<file path="config.mk">
export PLATFORM = sky130hd
export DESIGN_NAME = fetch_buffer
export DESIGN_NICKNAME = d
export VERILOG_FILES = /design/src/rtl/fetch_buffer.sv
export SDC_FILE = /design/constraint.sdc
export NUM_CORES = 1
export LEC_CHECK = 0
export CORE_MARGIN = 2
export CORE_UTILIZATION = 50
export CTS_CLUSTER_DIAMETER = 30
export CTS_CLUSTER_SIZE = 24
export DETAILED_ROUTE_END_ITERATION = 10
export DONT_BUFFER_PORTS = 1
export PLACE_DENSITY = 0.63
export SLEW_MARGIN = 20
export SYNTH_ARGS = -nofsm -noshare
export SYNTH_HDL_FRONTEND = slang
export SYNTH_SLANG_ARGS = --single-unit
</file>
<file path="constraint.sdc">
create_clock -name clk -period 4.9 [get_ports clk]
set_input_delay 0.49 -clock clk [delete_from_list [all_inputs] [get_ports clk]]
set_output_delay 0.49 -clock clk [all_outputs]
set_load 0.005 [all_outputs]
</file>
<file path="src/rtl/fetch_buffer.sv">
// Instruction-fetch stage: owns the PC, runs one bus transaction at a time and
// queues fetched instructions for decode behind a valid/ready handshake.
package fetch_buffer_pkg;
   typedef enum logic [1:0] {MSIZE1, MSIZE2, MSIZE4, MSIZE8} msize_t;

   typedef struct packed {
      logic        valid;
      logic [63:0] addr;
      msize_t      size;
      logic [7:0]  strobe;
      logic [63:0] data;
   } ibus_req_t;

   typedef struct packed {
      logic        data_ok;
      logic [31:0] data;
   } ibus_resp_t;
endpackage

// state      | meaning
// ST_RUN     | fetching at pc while the queue has room
// ST_DISCARD | finishing a transaction made stale by a redirect; its data is dropped
module fetch_buffer
   import fetch_buffer_pkg::*;
#(
   parameter int          DEPTH    = 4,
   parameter logic [63:0] RESET_PC = 64'h8000_0000
) (
   input  logic        clk,
   input  logic        reset,
   output ibus_req_t   ireq,
   input  ibus_resp_t  iresp,
   input  logic        redirect_valid,
   input  logic [63:0] redirect_pc,
   output logic        out_valid,
   input  logic        out_ready,
   output logic [63:0] out_pc,
   output logic [31:0] out_instr,
   output logic        stallI
);
   localparam int AW = $clog2(DEPTH);
   localparam int CW = $clog2(DEPTH + 1);

   typedef enum logic {ST_RUN, ST_DISCARD} state_t;

   state_t          r_state, w_state_nxt;
   logic [63:0]     r_pc, r_pend_addr;
   logic [AW-1:0]   r_rd_ptr, r_wr_ptr;
   logic [CW-1:0]   r_count;
   logic [63:0]     r_mem_pc    [DEPTH];
   logic [31:0]     r_mem_instr [DEPTH];
   logic            w_push, w_pop, w_to_discard;
   logic [63:0]     w_redir_pc;

   assign w_redir_pc = redirect_pc & ~64'd3;

   always_comb begin
      w_state_nxt  = r_state;
      w_push       = 1'b0;
      w_to_discard = 1'b0;
      ireq         = '0;
      ireq.size    = MSIZE4;
      case (r_state)
         ST_RUN: begin
            // Count only rises on data_ok, so a raised valid cannot drop before it.
            ireq.valid   = (r_count < CW'(DEPTH)) && !reset;
            ireq.addr    = r_pc;
            w_push       = ireq.valid && iresp.data_ok && !redirect_valid;
            w_to_discard = redirect_valid && ireq.valid && !iresp.data_ok;
            if (w_to_discard) w_state_nxt = ST_DISCARD;
         end
         ST_DISCARD: begin
            ireq.valid = !reset;
            ireq.addr  = r_pend_addr;
            if (iresp.data_ok) w_state_nxt = ST_RUN;
         end
         default: w_state_nxt = ST_RUN;
      endcase
   end

   assign w_pop = out_valid && out_ready && !redirect_valid;

   always_ff @(posedge clk or posedge reset) begin
      if (reset) begin
         r_state     <= ST_RUN;
         r_pc        <= RESET_PC;
         r_pend_addr <= '0;
         r_rd_ptr    <= '0;
         r_wr_ptr    <= '0;
         r_count     <= '0;
      end else begin
         r_state <= w_state_nxt;
         if (redirect_valid) begin
            r_pc     <= w_redir_pc;
            r_count  <= '0;
            r_rd_ptr <= r_wr_ptr;
            if (w_to_discard) r_pend_addr <= r_pc;
         end else begin
            if (w_push) begin
               r_pc     <= r_pc + 64'd4;
               r_wr_ptr <= r_wr_ptr + AW'(1);
            end
            if (w_pop) r_rd_ptr <= r_rd_ptr + AW'(1);
            case ({w_push, w_pop})
               2'b10:   r_count <= r_count + CW'(1);
               2'b01:   r_count <= r_count - CW'(1);
               default: r_count <= r_count;
            endcase
         end
      end
   end

   always_ff @(posedge clk) begin
      if (w_push) begin
         r_mem_pc[r_wr_ptr]    <= r_pc;
         r_mem_instr[r_wr_ptr] <= iresp.data;
      end
   end

   assign out_valid = (r_count != '0);
   assign out_pc    = r_mem_pc[r_rd_ptr];
   assign out_instr = r_mem_instr[r_rd_ptr];
   assign stallI    = !out_valid;
endmodule

</file>
# Yosys cells after proc, flatten, opt, wreduce, memory -nomap -nowiden
# Memories as Yosys holds them, arrays and structs flattened.
# Index checks and enable logic that the tools add are counted.
[word_totals]
ff_bits = 136
ramBits = 384
out_inout_bits = 237
memories = 2
[memory_table]
columns = ["memory", "depth", "word_bits", "rd", "rd_clocked_by_memory_dff", "write_ports", "line_no", "rtl"]
rows = [
  ["r_mem_pc", 4, 64, 1, 0, 1, "50", "logic [63:0] r_mem_pc [DEPTH];"],
  ["r_mem_instr", 4, 32, 1, 0, 1, "51", "logic [31:0] r_mem_instr [DEPTH];"],
]
[classes]
n_addsub = 5
n_lt_le_gt_ge = 1
eq_ne = 2
n_mux = 14
bitwise = 2
reduce_logical = 17
[op_table]
columns = ["operator", "n"]
rows = [
  ["65-bit one-hot mux with 2 select lines", 1],
  ["64-bit two-way mux", 2],
  ["64-bit by 3-bit adder with 64-bit output, second input constant", 1],
  ["1-bit logical AND", 7],
  ["1-bit two-way mux", 6],
  ["3-bit one-hot mux with 2 select lines", 1],
  ["3-bit nonzero test", 2],
  ["2-bit by 1-bit adder with 2-bit output, second input constant", 2],
  ["1-bit logical NOT", 4],
  ["2-bit two-way mux", 2],
  ["2-bit AND reduction", 2],
  ["2-bit nonzero test", 2],
  ["3-bit by 1-bit adder with 3-bit output, second input constant", 1],
  ["3-bit < comparator, second input constant", 1],
  ["3-bit two-way mux", 1],
  ["3-bit by 1-bit subtractor with 3-bit output, second input constant", 1],
  ["2-bit by 1-bit == test with 1-bit output, second input constant", 1],
  ["2-bit == test, second input constant", 1],
  ["1-bit NOT", 2],
  ["1-bit one-hot mux with 2 select lines", 1],
]

# Longest topological paths before layout
[depth]
ltp_word = 8
mapped_depth = 9

# Worst setup path before layout
# OpenSTA, ideal clock, no wires.
[synth_timing]
path_type = "input -> register"
from = "in reset"
to = "reg r_pend_addr[31]"
arrival_time_ns = 4.645
required_ns = 4.775
slack_ns = 0.130
stages = 5
cell_sequence = "inv_1 -> nand4_1 -> buf_1 -> buf_1 -> mux2_2"
[synth_via]
elab_chain_cells = 6
[synth_rtl]
columns = ["item", "line_no", "rtl"]
rows = [
  ["start: declaration", "30", "input logic reset,"],
  ["1-bit logical NOT (no source line)", "n/a", ""],
  ["1-bit logical AND", "66", "ireq.valid = (r_count < CW'(DEPTH)) && !reset;"],
  ["1-bit logical AND (2 in a row)", "69", "w_to_discard = redirect_valid && ireq.valid && !iresp.data_ok;"],
  ["1-bit two-way mux", "63", "case (r_state)"],
  ["2-bit AND reduction (no source line)", "n/a", ""],
  ["end signal: assignment", "97", "if (w_to_discard) r_pend_addr <= r_pc;"],
  ["end: declaration", "47", "logic [63:0] r_pc, r_pend_addr;"],
]
# Every way passes these cells.
# A chain may end at the register's enable or synchronous reset.

# Worst setup path after layout
[layout_timing]
from = "reg r_count[2]"
to = "reg r_pc[45]"
[layout_via]
elab_chain_cells = 6
[layout_rtl]
columns = ["item", "line_no", "rtl"]
rows = [
  ["start: declaration", "49", "logic [CW-1:0] r_count;"],
  ["start signal: assignment", "105", "2'b10: r_count <= r_count + CW'(1);"],
  ["start signal: assignment", "106", "2'b01: r_count <= r_count - CW'(1);"],
  ["start signal: assignment", "107", "default: r_count <= r_count;"],
  ["3-bit < comparator", "66", ""],
  ["1-bit logical AND", "66", ""],
  ["1-bit logical AND (2 in a row)", "68", "w_push = ireq.valid && iresp.data_ok && !redirect_valid;"],
  ["1-bit two-way mux", "63", ""],
  ["2-bit nonzero test (no source line)", "n/a", ""],
  ["end signal: assignment", "94", "r_pc <= w_redir_pc;"],
  ["end signal: assignment", "100", "r_pc <= r_pc + 64'd4;"],
  ["end: declaration", "47", ""],
]
# Every way passes these cells.

==> impl_metrics.tcl <==
set metrics [dict create \
    cts_tree "built" \
    place_hpwl_mm 28.7 \
    period_needed_ps 3970 \
    areaGrowthSynthToFinish_pct 21.3 \
    die-area_mm2 0.0441 \
    place.port_buffers 0 \
    clock_path_buffers 3 \
    place_congestion 0.774 \
    fmax_mhz 252 \
    via_per_inst 5.71 \
    grt_pass1_wl_mm 73.0 \
    postPlaceCellArea_mm2 0.0216 \
    postLayoutCoreUtil 0.613 \
    synth_cell_types 42 \
    drive_above_1_share 0.272 \
    vias 11600 \
    io_pins 338 \
    insertion_delay_ps 640 \
    power.total_mw 14.5 \
    core_mm2 0.0419 \
    grt_overflow_total 0 \
    grt_max_degree 79 \
    synth_area_mm2 0.0212 \
    final_cell_area_mm2 0.0257 \
    critPathKind "flip-flop to flip-flop" \
    setup_viol 0 \
    p_leak_nw 9.01 \
    power_density_mw_per_mm2 563 \
    grt_setup_unrepaired "no" \
    worst_slew_pin_slew_ps 1140 \
    setup_tns_ps 0 \
    first_pass_iters 5 \
    cts-htree-levels 3 \
    gr-usage-all-layers 0.224 \
    arrival_ps 4470 \
    avgSynthCellArea_um2 16.7 \
    cts-resized-gates 0 \
    fill_cells 3103 \
    finalMaxSlewViolations 0 \
    required_ps 5400 \
    max-vdd-ir-drop_mv 0.313 \
    synth-seq-cells 508 \
    die_h_um 210 \
    numCtsBuffers 100 \
    clockRootBuffer "clkbuf_16" \
    drc 0 \
    start_util 0.506 \
    hold_class "input port to flip-flop" \
    netlist_instances 1266 \
    crit_path_end_kind "flip-flop" \
    fin_nets 1509 \
    cts.sinks 508 \
    drv_cap 0 \
    relSlewSlack 0.234 \
    ant_nets 0 \
    clkTransAtPathRegs_ps 50 \
    final_cell_mix "edfxtp_1 (376), dfrtp_1 (128), mux2_2 (115)" \
    cp-start-kind "flip-flop" \
    finClkSkew_ps 22.4 \
    drt-initial-drc-count 792 \
    period_share 0.810 \
    yosys_warnings 0 \
    hold_viol_final 0 \
    chipWidth_um 210 \
    wirelength_mm 48.9 \
    rows 75 \
    crit_fanout 18 \
    wl_per_cell_um 24.1 \
    synth_seq_area_share 0.688 \
    outcome "completed" \
    layout.cells.most_common "edfxtp_1" \
    first_global_vias 11700 \
    antenna_found_initial 2 \
]
==> cell type report <==
class / instances / area, um2 / area share
clock inverters: 55 / 573 / 0.0223
well taps: 539 / 674 / 0.0262
multi-input cells: 680 / 6030 / 0.235
inverters: 13 / 53.8 / 0.00209
flip-flops and latches: 508 / 14600 / 0.568
diodes: 1 / 2.50 / 0.0000973
repair buffers: 99 / 1030 / 0.0400
clock buffers: 133 / 2750 / 0.107
==> timing repair <==
item | CTS | global route
hold endpoints to repair | 235 | 0
setup buffers | 0 | 0
hold buffers | 81 | 0
==> cell usage after synthesis (all sizes together) <==
cell	n	area, um2
a21oi	2	10.0
a31oi	20	125
and2	4	25.0
and3	11	68.8
and4	3	26.3
buf	99	688
clkbuf	42	158
conb	2	7.51
dfrtp	131	3280
dfstp	1	26.3
edfxtp	376	11300
fa	1	20.0
ha	5	62.6
inv	13	48.8
mux2	115	1290
mux2i	2	20.0
mux4	94	2120
nand2	76	285
nand2b	1	6.26
nand3	24	120
nand4	30	188
nor2	36	135
nor3	11	60.1
nor4	10	77.6
nor4b	2	17.5
o211ai	1	7.51
o21ai	63	315
o311ai	6	52.6
o31a	1	8.76
o31ai	8	60.1
or2	4	25.0
or3	19	119
or4	10	78.8
or4b	1	13.8
xnor2	21	184
xor2	21	184
==> path summary, 6_finish.rpt <==
path                                                    end                        start  cells after the start  slack (ps)
worst max-delay path                   r_pc[45]$_DFFE_PP0N_       r_count[2]$_DFFE_PP0P_                      5         930
worst min register to register  r_pend_addr[38]$_DFFE_PP0P_  r_pend_addr[38]$_DFFE_PP0P_                      2         480
max in group asynchronous           r_rd_ptr[1]$_DFFE_PP0P_                        reset                      3        3210
worst max register to register         r_pc[45]$_DFFE_PP0N_       r_count[2]$_DFFE_PP0P_                      5         930
worst min-delay path                   r_pc[26]$_DFFE_PP0N_              redirect_pc[26]                      2          20
min in group asynchronous       r_pend_addr[38]$_DFFE_PP0P_                        reset                      2         420
==> flip-flops by register name, summed over array words and instances (netlist names) <==
signal and flops:
r_pend_addr 62, r_mem_pc 248, r_mem_instr 128, r_pc 62
r_rd_ptr 2, r_state 1, r_count 3, r_wr_ptr 2
==> metrics by stage <==
step	setup slack, ps	instances	hold slack [ps]
finish	933	2028	21.9
global route	871	2028	18.8
CTS	1030	2027	0.952
detailed placement	991	1758	455
global placement	1120	1758	459
floorplan	130	1342	450
==> cells by family after synthesis <==
family          after synthesis  share of synthesized area
xor+xnor                     42                     0.0173
buf+inv                     154                     0.0422
flops                       508                      0.688
other cells                   2                   0.000354
compound gates              101                     0.0273
mux                         211                      0.162
fa+ha+maj                     6                    0.00389
simple gates                242                     0.0588
==> worst max-delay path, cell delays in order, from the launching register on <==
cell and delay [ps]:
dfrtp_1 460, or4b_4 660, nor4_4 740, nand4_1 960, or2_2 650, o311ai_0 340
==> routing by layer <==
metal,wire [um],GRT usage,part of all wire
met1,20400,0.301,0.42
met3,4130,0.0657,0.084
met5,13,0,0.00027
met2,23100,0.349,0.47
met4,1280,0.0839,0.026
==> power by group <==
group | switching [mW] | internal [mW] | total [mW] | leakage, nW
combinational | 1.13 | 1.18 | 2.31 | 2.45
clock | 2.24 | 4.28 | 6.52 | 1.59
sequential | 0.493 | 5.16 | 5.66 | 4.97
(Power assumes the default switching activity.)
